[src/rtl/sync_fifo_ctrl.sv]
// Single-clock FIFO controller driving an external dual-port RAM with a registered,
// read-first read port. Presents first-word-fall-through valid/ready streams on both sides.
module sync_fifo_ctrl #(
  parameter int unsigned P_DEPTH  = 1024,
  parameter int unsigned P_WIDTH  = 8,
  parameter int unsigned P_AFULL  = 1020,
  parameter int unsigned P_AEMPTY = 4,
  localparam int unsigned AW      = $clog2(P_DEPTH)
) (
  input  logic               clk,
  input  logic               rst,
  input  logic               flush,
  input  logic               s_valid,
  output logic               s_ready,
  input  logic [P_WIDTH-1:0] s_data,
  output logic               m_valid,
  input  logic               m_ready,
  output logic [P_WIDTH-1:0] m_data,
  output logic               ram_wr_en,
  output logic [AW-1:0]      ram_wr_addr,
  output logic [P_WIDTH-1:0] ram_wr_data,
  output logic [AW-1:0]      ram_rd_addr,
  input  logic [P_WIDTH-1:0] ram_rd_data,
  output logic [AW:0]        count,
  output logic               almost_full,
  output logic               almost_empty,
  output logic               overflow
);

  localparam logic [AW:0] DepthC  = (AW+1)'(P_DEPTH);
  localparam logic [AW:0] AFullC  = (AW+1)'(P_AFULL);
  localparam logic [AW:0] AEmptyC = (AW+1)'(P_AEMPTY);

  logic [AW-1:0] wr_ptr_q, rd_ptr_q;
  logic [AW:0]   count_q, count_d;
  logic [AW:0]   readable_d;
  logic          m_valid_q, s_ready_q, afull_q, aempty_q, overflow_q;
  logic          push, pop, clear;

  always_comb begin
    clear   = rst | flush;
    push    = s_valid & s_ready_q & ~clear;
    pop     = m_valid_q & m_ready & ~clear;
    count_d = count_q + (AW+1)'(push) - (AW+1)'(pop);
    // A word written on this edge is not readable until the edge after, since the
    // read-first RAM returns stale data for a same-cycle address collision.
    readable_d = count_q - (AW+1)'(pop);
  end

  always_ff @(posedge clk) begin
    if (clear) begin
      wr_ptr_q   <= '0;
      rd_ptr_q   <= '0;
      count_q    <= '0;
      m_valid_q  <= 1'b0;
      s_ready_q  <= 1'b1;
      afull_q    <= (P_AFULL == 0);
      aempty_q   <= 1'b1;
      overflow_q <= 1'b0;
    end else begin
      if (push) wr_ptr_q <= wr_ptr_q + AW'(1);
      if (pop)  rd_ptr_q <= rd_ptr_q + AW'(1);
      count_q    <= count_d;
      m_valid_q  <= (readable_d != '0);
      s_ready_q  <= (count_d < DepthC);
      afull_q    <= (count_d >= AFullC);
      aempty_q   <= (count_d <= AEmptyC);
      overflow_q <= overflow_q | (s_valid & ~s_ready_q);
    end
  end

  always_comb begin
    s_ready      = s_ready_q;
    m_valid      = m_valid_q;
    m_data       = ram_rd_data;
    ram_wr_en    = push;
    ram_wr_addr  = wr_ptr_q;
    ram_wr_data  = s_data;
    // Look ahead on pop so the RAM presents the new head on the next cycle.
    ram_rd_addr  = rd_ptr_q + AW'(pop);
    count        = count_q;
    almost_full  = afull_q;
    almost_empty = aempty_q;
    overflow     = overflow_q;
  end

endmodule

[config.mk]
export PLATFORM = sky130hd
export DESIGN_NAME = sync_fifo_ctrl
export DESIGN_NICKNAME = d
export VERILOG_FILES = /design/src/rtl/sync_fifo_ctrl.sv
export SDC_FILE = /design/constraint.sdc
export NUM_CORES = 1
export LEC_CHECK = 0
export CAP_MARGIN = 20
export CORE_UTILIZATION = 36
export CTS_CLUSTER_DIAMETER = 200
export CTS_CLUSTER_SIZE = 20
export DETAILED_ROUTE_END_ITERATION = 12
export DONT_BUFFER_PORTS = 1
export GPL_ROUTABILITY_DRIVEN = 1
export PLACE_DENSITY = 0.55
export SYNTH_ARGS = -nofsm -noshare
export SYNTH_HDL_FRONTEND = slang
export SYNTH_SLANG_ARGS = --single-unit
[constraint.sdc]
create_clock -name clk -period 2.9 [get_ports clk]
set_input_delay 0.29 -clock clk [delete_from_list [all_inputs] [get_ports clk]]
set_output_delay 0.29 -clock clk [all_outputs]
set_load 0.03 [all_outputs]
=== Word-level counts from Yosys, hierarchy flattened ===
Index checks and enable logic that the tools add are counted.

* Flip-flop bits (word level): 36
* Input port bits: 21
* Output and inout port bits: 53
* Logic and storage cells: 27

* Add/subtract/negate cells: 6
* Magnitude comparators: 3
* Bitwise logic cells: 9
* Reductions and logical operators: 1

{| class="wikitable"
|+ Operators by type and width
! operator !! number
|-
| $sub A11 B1 Y11 || 2
|-
| $add A10 B1 Y10 const B || 2
|-
| $add A11 B1 Y11 || 1
|-
| $ge A11 B10 Y1 const B || 1
|-
| $le A11 B3 Y1 const B || 1
|-
| $lt A11 B11 Y1 const B || 1
|-
| $reduce_bool A11 Y1 || 1
|-
| $add A10 B1 Y10 || 1
|-
| $and A1 B1 Y1 || 5
|-
| $not A1 Y1 || 2
|-
| $or A1 B1 Y1 || 2
|}

=== Depth between registers and ports, before layout ===
* Depth after elaboration: 6
* Mapped depth: 13

=== Least setup slack after synthesis ===
No wires, ideal clock.

* Kind: register to register
* Start point: register m_valid_q, in the netlist m_valid
* End point: register afull_q, in the netlist almost_full
* Data arrival time: 2.882 ns
* Setup slack: -0.066 ns
* Cell stages (with the launch flop): 12
* Period minus slack after synthesis: 2.966 ns
* Path through: dfxtp_1 and3_1 buf_2 xor2_1 ha_1 fa_1 nor2b_1 o21a_1 or3_4 a2111oi_4 nand4bb_1 o31ai_2

* Longest elaborated chain between the ends: 4

{| class="wikitable"
|+ Ends and longest elaborated chain
! item !! line !! text
|-
| start: declaration || 37 || <nowiki>logic m_valid_q, s_ready_q, afull_q, aempty_q, overflow_q;</nowiki>
|-
| start signal: assignment || 64 || <nowiki>m_valid_q <= (readable_d != '0);</nowiki>
|-
| $and A1 B1 Y1 (2 in a row) || 43 || <nowiki>pop = m_valid_q & m_ready & ~clear;</nowiki>
|-
| $sub A11 B1 Y11 || 44 || <nowiki>count_d = count_q + (AW+1)'(push) - (AW+1)'(pop);</nowiki>
|-
| $ge A11 B10 Y1 || 66 || <nowiki>afull_q <= (count_d >= AFullC);</nowiki>
|-
| end signal: assignment || 57 || <nowiki>afull_q <= (P_AFULL == 0);</nowiki>
|-
| end signal: assignment || 66 ||
|-
| end: declaration || 37 ||
|}

No other way between the ends.
A chain may end at the register's enable or synchronous reset.

=== Final worst setup path ===
Ends and elaborated chain as after synthesis.

==> flow_summary.json <==
{
  "tightest_slew_ns": 0.733,
  "cts_root_buf": "clkbuf_8",
  "status": "completed",
  "synth-simple-area-share_pct": 24.1,
  "gp_congestion": 0.824,
  "ys_types": 49,
  "cts_tree": "done",
  "antenna_found_initial": 0,
  "cp-end-kind": "flop",
  "skew_ns": 0.00278,
  "slew_headroom_pct": 50.8,
  "fin_nets": 329,
  "cts_sinks": 36,
  "htree_levels": 2,
  "hpwl_um": 4060,
  "fin_setup_tns_ns": 0,
  "initialDrtViolationCount": 38,
  "cp_max_fo": 3,
  "cts_buffers": 5,
  "wl_per_cell_um": 14.3,
  "synth_top_family_by_area": "simple AND/OR/NAND/NOR gates",
  "yosysWarningCount": 0,
  "vdd_ir_drop_max_mv": 0.555,
  "yosys-mux-area-fraction_pct": 0.430,
  "fmax_mhz": 363,
  "start_util_pct": 38.2,
  "synth-compound-area-share_pct": 11.8,
  "postSynthCellCount": 272,
  "synth_area_per_cell_um2": 8.57,
  "grt_usage_pct": 15.8,
  "coreArea_um2": 6100,
  "slew_viol_final": 0,
  "syn_area_um2": 2330,
  "drc_errors": 0,
  "yosys-top-cells-count": "dfxtp_1 (36), nor2_1 (29), ha_1 (22)",
  "via_per_inst": 5.12,
  "yosys-top-cells-area": "dfxtp_1 (31%), ha_1 (12%), xnor2_1 (5.6%)",
  "hold_slack_ns": 0.155,
  "crit_family": "simple AND/OR/NAND/NOR gates",
  "ios": 74,
  "min_period_over_period_pct": 95.1,
  "dieArea_um2": 6800,
  "critPathSlowestCell": "fa_1",
  "vias": 1848,
  "rsz0062_at_grt": "false",
  "max_cap_viol_count": 0,
  "crit_type": "reg2reg",
  "yosys.area.top_type_share_pct": 30.9,
  "synthFlopType": "dfxtp_1",
  "grt_pass1_vias": 1699,
  "arrival_ns": 2.97,
  "drive_gt1_share_pct": 16.1,
  "synthAdderAreaFrac_pct": 12.7,
  "synth.most_common_cell": "dfxtp_1",
  "crit_chain": "and3_1 -> xor2_1 -> ha_1 -> fa_1 -> nor2b_1 -> o21a_1 -> or3_4 -> a2111oi_4 -> nand4bb_1 -> o31ai_2",
  "finalWirelength_um": 5160,
  "crit_buf_inv": 0,
  "syn_to_final_growth_pct": 11.1,
  "grt_first_pass_wirelength_um": 7910,
  "yosys.area.top_type": "dfxtp_1",
  "synth_fp_nets": 316,
  "insertion_delay_ns": 0.29,
  "synth_enable_flop_cells": 0,
  "grt_max_degree": 26,
  "hold_path_class": "in2reg",
  "seq_area_frac_synth_pct": 30.9,
  "synth_xor_area_share_pct": 10.9,
  "die_h_um": 82.4,
  "cp.required_ns": 3.11,
  "setup_viol": 0,
  "die_width_um": 82.4,
  "cts_buffer_depth": 2,
  "pwr_density_cell_nw_per_um2": 800,
  "p_leak_uw": 0.00106,
  "postCtsSetupRepairBufs": 0,
  "n_antenna_cell": 0,
  "yosys_register_bits": 36,
  "hold_violations": 0,
  "cpPeakStageDelay_ns": 0.40,
  "grt_overflow": 0,
  "ant_nets": 0,
  "period_needed_ns": 2.76,
  "postCtsHoldBufs": 0,
  "clk_pin_slew_ns": 0.07,
  "dr.pass1.iters": 4,
  "start_kind": "flop",
  "rows": 28,
  "async_reset_ff_share_pct": 0,
  "port_buffers": 0
}
layout make-up:
type	count	area (um^2)
fill	632	3510
multi-input combinational	196	1400
sequential	36	722
timing repair buffer	28	210
tap	75	93.8
clock buffer	8	90.1
inverter	18	67.6
placed cells by master, fill, tap and decap left out, drive strengths merged, types with 9 or more instances in the layout:
| master | instances |
|---|---|
| nand3 | 14 |
| inv | 18 |
| nand2 | 14 |
| nor2 | 31 |
| ha | 22 |
| xor2 | 14 |
| a21oi | 9 |
| dfxtp | 36 |
| xnor2 | 15 |
| and2 | 10 |
| buf | 28 |
kinds of logic after synthesis:
group / Yosys count
fa+ha+maj: 23
buf+inv: 40
mux: 1
compound gates: 36
flops: 36
simple gates: 107
xor+xnor: 29
stage by stage:
step / util [%] / cell area [um^2] / power [uW] / std cells / setup slack, ns
final: 42.4 / 2590 / 2070 / 361 / 0.142
after global routing: 42.4 / 2590 / 2230 / 361 / 0.0269
after CTS: 42.3 / 2580 / 2090 / 361 / 0.148
after detailed placement: 40.8 / 2490 / 1710 / 353 / 0.0539
after global placement: 40.8 / 2490 / 1710 / 353 / 0.101
after floorplan: - / 2330 / 1410 / 272 / 0.0428
sequential cells by signal (all words and copies together), names as in the netlist:
register,flops
almost_empty,1
almost_full,1
count,11
m_valid,1
overflow,1
ram_wr_addr,10
rd_ptr_q,10
s_ready,1
worst paths after layout:
kind	from	end	slack [ns]	cells past startpoint
min reg2reg	rd_ptr_q[1]	rd_ptr_q[1]	0.51	2
max reg2reg	m_valid	almost_full	0.14	10
min	s_valid	overflow	0.15	2
max	m_valid	almost_full	0.14	10
routing by layer:
| layer | vias up | part of all wire [%] | GRT usage (%) |
|---|---|---|---|
| met1 | 849 | 47 | 20.8 |
| met3 | 12 | 6.6 | 4.62 |
| met4 | 0 | 1.3 | 4.74 |
| met5 | - | 0 | 0 |
| li1 | 943 | - | - |
| met2 | 44 | 45 | 25.0 |
repair_timing:
| action | in CTS | in global routing |
|---|---|---|
| resized for setup | 0 | 1 |
| endpoints found under the hold margin | 0 | 0 |
| endpoints found under the setup margin | 0 | 1 |
where the power goes:
group / internal, uW / total [uW] / switching, uW
clock network: 194 / 369 / 175
registers: 546 / 602 / 55.5
logic: 471 / 1100 / 628
Note: power is estimated with default switching activity, not from simulation.
